File: config.mk
export PLATFORM = sky130hd
export DESIGN_NAME = hazard_stall_ctrl
export DESIGN_NICKNAME = d
export VERILOG_FILES = /design/src/rtl/hazard_stall_ctrl.sv
export SDC_FILE = /design/constraint.sdc
export NUM_CORES = 1
export LEC_CHECK = 0
export BUFFER_PORTS_ARGS = -buffer_cell sky130_fd_sc_hd__buf_2
export CORE_MARGIN = 2
export CORE_UTILIZATION = 30
export CTS_CLUSTER_SIZE = 25
export DETAILED_ROUTE_END_ITERATION = 8
export GPL_TIMING_DRIVEN = 0
export SLEW_MARGIN = 20
export SYNTH_ARGS = -nofsm -noshare
export SYNTH_HDL_FRONTEND = slang
export SYNTH_SLANG_ARGS = --single-unit
File: constraint.sdc
create_clock -name clk -period 3.42 [get_ports clk]
set_clock_uncertainty 0.2 [all_clocks]
set_input_delay 0.171 -clock clk [delete_from_list [all_inputs] [get_ports clk]]
set_output_delay 0.171 -clock clk [all_outputs]
set_load 0.02 [all_outputs]
File: src/rtl/hazard_stall_ctrl.sv
// Stall/flush controller for the 5-stage pipeline: load-use stall, multi-cycle multiply
// hold in EX, and branch flush. Control outputs are combinational; stall_cnt is registered.
module hazard_stall_ctrl #(
  parameter int MULT_CYCLES = 3,
  parameter int REG_ADDR_W  = 5,
  parameter int CNT_W       = 16
) (
  input  logic                  clk,
  input  logic                  rst,
  input  logic [REG_ADDR_W-1:0] id_rs1,
  input  logic [REG_ADDR_W-1:0] id_rs2,
  input  logic                  id_use_rs1,
  input  logic                  id_use_rs2,
  input  logic [REG_ADDR_W-1:0] ex_rd,
  input  logic                  ex_memread,
  input  logic                  ex_is_mult,
  input  logic                  mem_branch_tkn,
  output logic                  pc_en,
  output logic                  if_id_en,
  output logic                  id_ex_en,
  output logic                  if_id_flush,
  output logic                  id_ex_bubble,
  output logic                  ex_mem_bubble,
  output logic                  mult_busy,
  output logic [CNT_W-1:0]      stall_cnt
);

  localparam int MCNT_W = (MULT_CYCLES > 1) ? $clog2(MULT_CYCLES) : 1;
  localparam logic [MCNT_W-1:0] MCNT_LAST = MCNT_W'(MULT_CYCLES - 1);
  localparam logic MULT_STALLS = (MULT_CYCLES > 1);

  typedef enum logic {
    RUN  = 1'b0,
    MULT = 1'b1
  } state_t;

  state_t            state;
  state_t            state_nxt;
  logic [MCNT_W-1:0] mcnt;
  logic [MCNT_W-1:0] mcnt_nxt;
  logic              load_use;
  logic              mult_stall;
  logic              stall;

  // Hazard detection. Register 0 is hardwired, so a load targeting it never stalls.
  always_comb begin
    load_use = ex_memread && (ex_rd != '0) &&
               ((id_use_rs1 && (id_rs1 == ex_rd)) ||
                (id_use_rs2 && (id_rs2 == ex_rd)));
    mult_stall = ((state == RUN) && ex_is_mult && MULT_STALLS) ||
                 ((state == MULT) && (mcnt < MCNT_LAST));
  end

  // Priority: rst > branch flush > multiply > load-use.
  always_comb begin
    pc_en         = 1'b1;
    if_id_en      = 1'b1;
    id_ex_en      = 1'b1;
    if_id_flush   = 1'b0;
    id_ex_bubble  = 1'b0;
    ex_mem_bubble = 1'b0;
    mult_busy     = 1'b0;
    stall         = 1'b0;
    state_nxt     = state;
    mcnt_nxt      = mcnt;
    if (rst) begin
      state_nxt = RUN;
      mcnt_nxt  = '0;
    end else if (mem_branch_tkn) begin
      // Flushing also kills any multiply currently held in EX.
      if_id_flush   = 1'b1;
      id_ex_bubble  = 1'b1;
      ex_mem_bubble = 1'b1;
      state_nxt     = RUN;
      mcnt_nxt      = '0;
    end else if (mult_stall) begin
      pc_en         = 1'b0;
      if_id_en      = 1'b0;
      id_ex_en      = 1'b0;
      ex_mem_bubble = 1'b1;
      mult_busy     = 1'b1;
      stall         = 1'b1;
      state_nxt     = MULT;
      mcnt_nxt      = (state == RUN) ? MCNT_W'(1) : mcnt + MCNT_W'(1);
    end else if (state == MULT) begin
      // Final multiply cycle: the result advances and the pipeline runs freely.
      state_nxt = RUN;
      mcnt_nxt  = '0;
    end else if (load_use) begin
      pc_en        = 1'b0;
      if_id_en     = 1'b0;
      id_ex_bubble = 1'b1;
      stall        = 1'b1;
    end
  end

  always_ff @(posedge clk) begin
    if (rst) begin
      state <= RUN;
      mcnt  <= '0;
    end else begin
      state <= state_nxt;
      mcnt  <= mcnt_nxt;
    end
  end

  // Saturating stall counter; branch flush cycles are not stalls and are not counted.
  always_ff @(posedge clk) begin
    if (rst) begin
      stall_cnt <= '0;
    end else if (stall && (stall_cnt != '1)) begin
      stall_cnt <= stall_cnt + CNT_W'(1);
    end
  end

endmodule

# After elaboration in Yosys (flattened, before gate mapping)
# Cells that the tools add are included.
# totals
register_bits,19
latchBits,0
ramBits,0
romBits,0
inputBits,22
out_inout_bits,23
memories,0
# op_classes
n_addsub,2
mul,0
div_mod_pow,0
order_cmp,1
eq_ne,3
shifts,0
mux,26
bitwise_logic,1
reduce_logical,12
# op_table
operator,count
1-bit 2-to-1 mux,23
16-bit by 1-bit adder with 16-bit output (second input constant),1
16-bit inequality test (second input constant),1
5-bit == test,2
1-bit logical AND,7
2-bit 2-to-1 mux,3
5-bit nonzero test,1
2-bit by 1-bit adder with 2-bit output (second input constant),1
1-bit logical OR,2
2-bit < comparator (second input constant),1
2-bit nonzero test,1
2-bit OR reduction,1
1-bit inverter,1

# Depth between registers and ports, before layout
# Gate-level depths: netlist of the first run.
# logic_depth
word_depth,10
mapped_depth,9
depth_no_buf,7

# Least setup slack after synthesis of the first run
# OpenSTA, ideal clock, no wires.
# synth_path
path_kind,register to register
startpoint,register stall_cnt[0]
endpoint,register stall_cnt[1]
setup_ns,0.128
arrival_time_ns,2.098
slack_ns,0.994
stages_incl_launch_ff,10
period_less_slack_ns,2.426
cell_sequence,dfxtp_1 -> ha_1 -> nand2_1 -> or4_1 -> o221a_4 -> nand2_4 -> buf_12 -> buf_12 -> mux2i_1 -> nor2_1
# synth_via
elab_chain_cells,2
elab_cells_between_ends,3
classes_between,add/sub (1); eq/ne (1); reduce/logical (1)
# synth_lines
element,line_no,text
"start, declared",25,output logic [CNT_W-1:0] stall_cnt
"start signal, assigned",112,stall_cnt <= stall_cnt + CNT_W'(1);
"parallel branches: the longest is 2 deep, another holds 16-bit by 1-bit adder with 16-bit output",-,
# Parallel ways; which one is timed is not known.
# A chain may end at the register's enable or synchronous reset.

# Worst setup path in the final report of the first run
# Ends and elaborated chain as after synthesis.

==> impl_metrics.env, run 1 <==
export IMPL_synth_xor_area_frac=0.0927
export IMPL_critical_path_endpoint_type="register"
export IMPL_max_slew_margin=0.704
export IMPL_leakage_nw=0.606
export IMPL_wl_met3_microns=226
export IMPL_hpwlAfterDp_microns=2220
export IMPL_wl_microns=2810
export IMPL_rows=22
export IMPL_fin_nets=210
export IMPL_status="finished clean"
export IMPL_cp_startpoint="stall_cnt[0]"
export IMPL_cap_violations=0
export IMPL_worstPathMaxFanout=10
export IMPL_worst_pin_slew_ns=0.444
export IMPL_worst_r2r_path_depth=9
export IMPL_dp_cells=229
export IMPL_p_total_mw=0.465
export IMPL_first_global_vias=1019
export IMPL_synth_compound_gate_area_share=0.196
export IMPL_start_util=0.312
export IMPL_drt_pass1_iterations=4
export IMPL_muxShareOfSynthArea=0.0188
export IMPL_cp_arrival_ns=2.47
export IMPL_hold_buffers=1
export IMPL_finalMaxSlewViolations=0
export IMPL_hold_viol_final=0
export IMPL_yosysUniqueCellTypes=37
export IMPL_m1WireLength_microns=1310
export IMPL_clock_path_buffers=2
export IMPL_cts_root_buf="clkbuf_8"
export IMPL_fp_dieW_microns=65.5
export IMPL_power_density_nw_per_um2=317
export IMPL_cpMostUsedCell="buf_12"
export IMPL_ys_seq_elements=19
export IMPL_cts_sinks=19
export IMPL_max_stage_delay_ns=0.54
export IMPL_grt_overflow=0
export IMPL_clkTransAtPathRegs_ns=0.08
export IMPL_cts_htree_levels=1
export IMPL_timing_rr_start="stall_cnt[0]"
export IMPL_drtIter0Drc=39
export IMPL_dr_wl_met2_microns=1240
export IMPL_setup_viol=0
export IMPL_area_growth_pct=29.7
export IMPL_fin_ws_ns=0.895
export IMPL_drive_gt1_frac=0.290
export IMPL_crit_type="register to register"
export IMPL_worst_hold_slack_ns=0.0577
export IMPL_synth_fa_ha_area_frac=0.0110
export IMPL_r2r_end="stall_cnt[1]"
export IMPL_antenna_found_initial=0
export IMPL_grt_pass1_wl_microns=4610
export IMPL_finalSetupTns_ns=0
export IMPL_crit_buf_inv=2
export IMPL_critPathTopFamily="simple AND/OR/NAND/NOR gates"
export IMPL_die_area_sq_um=4290
export IMPL_final_cell_count_no_fill=234
export IMPL_synth_nets=160
export IMPL_layout_commonest_cell="buf_2"
export IMPL_irDropWorstVdd_uv=213
export IMPL_cp_depth=9
export IMPL_dpl_instance_area_sq_um=1410
export IMPL_final_cell_mix="buf_2 (44), dfxtp_1 (19), a21oi_1 (15), nor2_1 (11)"
export IMPL_syn_area_sq_um=1130
export IMPL_yosys_warnings=0
export IMPL_antenna_cells=0
export IMPL_synthCells=137
export IMPL_rsz0062_at_grt="no"
export IMPL_insertion_delay_ns=0.26
export IMPL_ctsResizeCount=0
export IMPL_min_path_type="primary input to register"
export IMPL_cp_cell_sequence="ha_1, nand2_1, or4_1, o221a_4, nand2_4, buf_12, buf_12, mux2i_1, nor2_1"
export IMPL_design_area_sq_um=1470
export IMPL_viasPerCell=4.94
export IMPL_core_area_sq_um=3630
export IMPL_crit_end="stall_cnt[1]"
export IMPL_period_share=0.738
export IMPL_drcViolationCount=0
export IMPL_grt_max_degree=12
export IMPL_wire_per_inst_microns=12.0
export IMPL_cts_setup_buffers=0
export IMPL_via_count=1157
export IMPL_syn_avg_cell_area_sq_um=8.27
export IMPL_utilization=0.405
export IMPL_fin_crit_ns=2.52
export IMPL_chipHeight_microns=65.5
export IMPL_required_ns=3.36
export IMPL_synth_top_family_by_area="simple AND/OR/NAND/NOR gates"
export IMPL_ff2ff_setup_slack_ns=0.90
export IMPL_routed_top_layer="met4"
export IMPL_seq_area_frac_synth=0.336
export IMPL_final_antenna_net_count=0
export IMPL_num_io_pins=45
export IMPL_fmax_ghz=0.396
export IMPL_cts_buffers=3
export IMPL_synth_simple_gate_area_frac=0.277
export IMPL_cts_tree="built"
export IMPL_critPathSlowestCell="or4_1"
export IMPL_start_kind="register"
export IMPL_port_buffers=44
export IMPL_dp_slack_ns=0.873
export IMPL_gp_congestion=0.728
export IMPL_track_usage=0.137
per-layer routing:
metal	vias to the layer above	GRT usage
met5	-	0
met4	0	0.0391
met3	2	0.0394
met2	38	0.224
met1	512	0.174
li1	605	-
Yosys cell counts (all sizes together):
| master | count | share of area |
|---|---|---|
| mux2 | 1 | 0.0099 |
| xor2 | 2 | 0.015 |
| o221a | 1 | 0.018 |
| o21ai | 8 | 0.035 |
| buf | 3 | 0.042 |
| or3 | 10 | 0.055 |
| o311ai | 1 | 0.0077 |
| a21oi | 15 | 0.066 |
| inv | 6 | 0.020 |
| nand2 | 8 | 0.033 |
| clkbuf | 2 | 0.0066 |
| nor3 | 3 | 0.013 |
| o22ai | 1 | 0.0055 |
| a22oi | 1 | 0.0066 |
| nand4 | 6 | 0.039 |
| xnor2 | 10 | 0.077 |
| o221ai | 1 | 0.0077 |
| o211ai | 1 | 0.0066 |
| dfxtp | 19 | 0.34 |
| nor2b | 2 | 0.011 |
| ha | 1 | 0.011 |
| o31ai | 3 | 0.020 |
| nand3 | 10 | 0.044 |
| nor4 | 1 | 0.0055 |
| a21o | 1 | 0.0066 |
| nand3b | 1 | 0.0066 |
| nor2 | 11 | 0.036 |
| o41ai | 1 | 0.0077 |
| nand2b | 1 | 0.0055 |
| and4 | 1 | 0.0077 |
| mux2i | 1 | 0.0088 |
| or4 | 3 | 0.020 |
| o311a | 1 | 0.0088 |
logic make-up after synthesis:
group	Yosys count
muxes	2
xor gates and xnor gates	12
adders and majority gates	1
buffers and inverters	11
and+or+nand+nor	57
AOI/OAI and AO/OA	35
DFF	19
tightest hold or removal path, stage by stage:
cell	delay (ns)
buf_2	0.12
nor2_1	0.08
mux2_1	0.12
where the power goes:
| group | switching, mW | internal (mW) | total (mW) |
|---|---|---|---|
| clock network | 0.0804 | 0.0811 | 0.161 |
| logic | 0.0422 | 0.0362 | 0.0784 |
| registers | 0.00224 | 0.223 | 0.226 |
| total | 0.125 | 0.341 | 0.465 |
flip-flops by register name, indices dropped and copies added, names as in the netlist:
name / flops
stall_cnt: 16
mcnt: 2
state: 1
layout make-up:
type,instances,area (sq um)
timing repair buffer,45,230
multi-input combinational,107,676
fill,403,2160
inverter,6,22.5
tap,48,60.1
buffer,5,55.1
sequential,19,380
clock inverter,1,5.00
clock buffer,3,41.3
worst min path at each step:
stage                     depth (start not counted)  slack [ns]      startpoint             to
after CTS                                         3        0.05             rst  stall_cnt[10]
after global placement                            2        0.21  mem_branch_tkn        mcnt[1]
after floorplan                                   1        0.05  mem_branch_tkn        mcnt[0]
final                                             3        0.06             rst  stall_cnt[10]
after global routing                              3        0.08             rst  stall_cnt[10]
after detailed placement                          2        0.21  mem_branch_tkn        mcnt[1]
Power figures use the tool's default switching activity.
==> inputs of run 2 (changes only) <==
ABC_AREA = 1   (was unset)
clock period = 2.45 ns   (was 3.42 ns; I/O delays follow)
==> run 2 against run 1 <==
Effect of this change:
- sequential share of layout area shrank 4.6 points
- clock-buffer cell count is the same
- via count grew 27%
- setup slack lost 0.68 ns
- largest power group unchanged
- highest routed layer unchanged
==> impl_metrics.env, run 2 <==
export IMPL_drtIter0Drc=72
export IMPL_largest_reg_flops=16
export IMPL_fp_dieW_microns=73.5
export IMPL_crit_type="primary input to output pin"
export IMPL_synth_nets=239
export IMPL_timing_rr_start="stall_cnt[0]"
export IMPL_synth_ff_type="dfxtp_1"
export IMPL_fin_nets=288
export IMPL_irDropWorstVdd_uv=233
export IMPL_ys_seq_elements=19
export IMPL_fmax_ghz=0.448
export IMPL_multi_input_area_sq_um=867
export IMPL_track_usage=0.136
export IMPL_leakage_nw=0.821
export IMPL_grt_pass1_wl_microns=5860
export IMPL_yosys_warnings=0
export IMPL_critical_path_endpoint_type="output pin"
export IMPL_worstPathMaxFanout=10
export IMPL_die_area_sq_um=5410
export IMPL_layout_commonest_cell="nand2_1"
export IMPL_hpwlAfterDp_microns=2760
export IMPL_worst_pin_slew_ns=0.615
export IMPL_async_flop_share=0
export IMPL_final_cell_mix="nand2_1 (57), buf_2 (43), inv_1 (27), nor2_1 (22), nand3_1 (20)"
export IMPL_drcViolationCount=0
export IMPL_dpl_instance_area_sq_um=1730
export IMPL_yosysUniqueCellTypes=27
export IMPL_top_register="stall_cnt"
export IMPL_synthTopCellsByCount="nand2_1 (57), inv_1 (27), nor2_1 (22)"
export IMPL_clkTransAtPathRegs_ns=0.08
export IMPL_start_util=0.309
export IMPL_max_slew_margin=0.590
export IMPL_final_antenna_net_count=0
export IMPL_cap_violations=0
export IMPL_critPathSlowestCell="dlygate4sd3_1"
export IMPL_start_kind="primary input"
export IMPL_register_area_sq_um=380
export IMPL_yosysTopAreaCell="dfxtp_1"
export IMPL_r2r_end="stall_cnt[11]"
export IMPL_rows=25
export IMPL_crit_end="pc_en"
export IMPL_via_count=1468
export IMPL_cp_arrival_ns=1.91
export IMPL_top_regs="stall_cnt: 16 flops, mcnt: 2 flops, state: 1 flops"
export IMPL_fin_crit_ns=2.23
export IMPL_antenna_found_initial=0
export IMPL_drt_pass1_iterations=4
export IMPL_hold_viol_final=0
export IMPL_cts_buffers=3
export IMPL_chipHeight_microns=73.5
export IMPL_rsz0062_at_grt="no"
export IMPL_cts_setup_buffers=0
export IMPL_port_buffers=43
export IMPL_area_growth_pct=23.4
export IMPL_period_share=0.911
export IMPL_num_io_pins=45
export IMPL_drive_gt1_frac=0.314
export IMPL_cp_startpoint="rst"
export IMPL_status="finished clean"
export IMPL_finalSetupTns_ns=0
export IMPL_grt_overflow=0
export IMPL_antenna_cells=0
export IMPL_setup_viol=0
export IMPL_finalMaxSlewViolations=0
export IMPL_max_stage_delay_ns=0.55
export IMPL_core_area_sq_um=4690
export IMPL_design_area_sq_um=1790
export IMPL_synthCells=216
export IMPL_viasPerCell=4.62
export IMPL_synth_top_cell_area_share=0.262
export IMPL_synth_edff_count=0
export IMPL_power_density_nw_per_um2=366
export IMPL_ff2ff_setup_slack_ns=0.56
export IMPL_syn_avg_cell_area_sq_um=6.71
export IMPL_synth_area_top_cells="dfxtp_1 (26%), nand2_1 (15%), inv_1 (7.0%)"
export IMPL_cts_root_buf="clkbuf_8"
export IMPL_required_ns=2.13
export IMPL_yosysMostFrequentCell="nand2_1"
export IMPL_cts_sinks=19
export IMPL_worst_r2r_path_depth=8
export IMPL_insertion_delay_ns=0.26
export IMPL_wl_microns=3440
export IMPL_cts_htree_levels=1
export IMPL_hold_buffers=1
export IMPL_cts_tree="built"
export IMPL_seq_area_frac_synth=0.262
export IMPL_first_global_vias=1314
export IMPL_ctsResizeCount=0
export IMPL_syn_area_sq_um=1450
export IMPL_grt_max_degree=12
export IMPL_clock_path_buffers=2
export IMPL_gp_congestion=0.825
export IMPL_min_path_type="primary input to register"
export IMPL_n_fill_cell=525
export IMPL_cp_cell_sequence="dlygate4sd3_1, buf_6, nor2_2, inv_1, nor2_2, inv_2, nand2_4, buf_12, buf_12, inv_1, buf_4, buf_2"
export IMPL_wire_per_inst_microns=10.8
export IMPL_hp_start="mem_branch_tkn"
## run 2: cell types whose count changed in the layout (fill, tap and decap cells not counted), moves of 9 or more
cell	change
nand3_1	+10
nand2_1	+50
inv_1	+21
or3_1	-10
nand3_2	+9
nor2_1	+11
## run 2: critical path: cells and delay by family
kind	cells	cell delay, ns
simple gates	3	0.36
buf+inv	9	1.42
## run 2: layout make-up
type                    instances  area share
clock buffers                   3      0.0231
plain buffers                   7      0.0455
clock inverters                 1     0.00280
flip-flops and latches         19       0.213
repair buffers                 44       0.126
well taps                      54      0.0378
inverters                      32      0.0678
multi-input cells             158       0.485
## run 2: logic make-up after synthesis
group                    share of synthesized area
flip-flops                                   0.262
buffers and inverters                        0.140
XOR/XNOR                                    0.0725
adder cells (fa/ha/maj)                    0.00863
AND/OR/NAND/NOR                              0.422
AO/OA/AOI/OAI                               0.0949
## run 2: power by group
group / switching [mW] / internal [mW]
Clock: 0.112 / 0.113
Sequential: 0.00398 / 0.312
Combinational: 0.0672 / 0.0475
## run 2: per-stage QoR
stage / std cells / util / hold WS, ns / worst slack (ns) / total power, mW
floorplan: 216 / - / 0.114 / 0.533 / 0.397
global placement: 313 / 0.369 / 0.150 / 0.581 / 0.437
detailed placement: 313 / 0.369 / 0.150 / 0.564 / 0.437
CTS: 318 / 0.381 / 0.00334 / 0.202 / 0.666
global route: 318 / 0.381 / 0.0264 / 0.103 / 0.694
finish: 318 / 0.381 / 0.00513 / 0.217 / 0.656
## run 2: worst min-delay path by stage
stage	endpoint	cells after the start
detailed placement	stall_cnt[7]	2
global route	mcnt[1]	4
global placement	stall_cnt[8]	2
floorplan	stall_cnt[10]	2
CTS	mcnt[1]	4
finish	mcnt[1]	4
## run 2: routing by layer
metal | track usage | vias up | wire length (microns)
met4 | 0.0242 | 0 | 19
met5 | 0 | - | 0
met2 | 0.217 | 29 | 1610
li1 | - | 780 | -
met1 | 0.187 | 657 | 1680
met3 | 0.0343 | 2 | 136
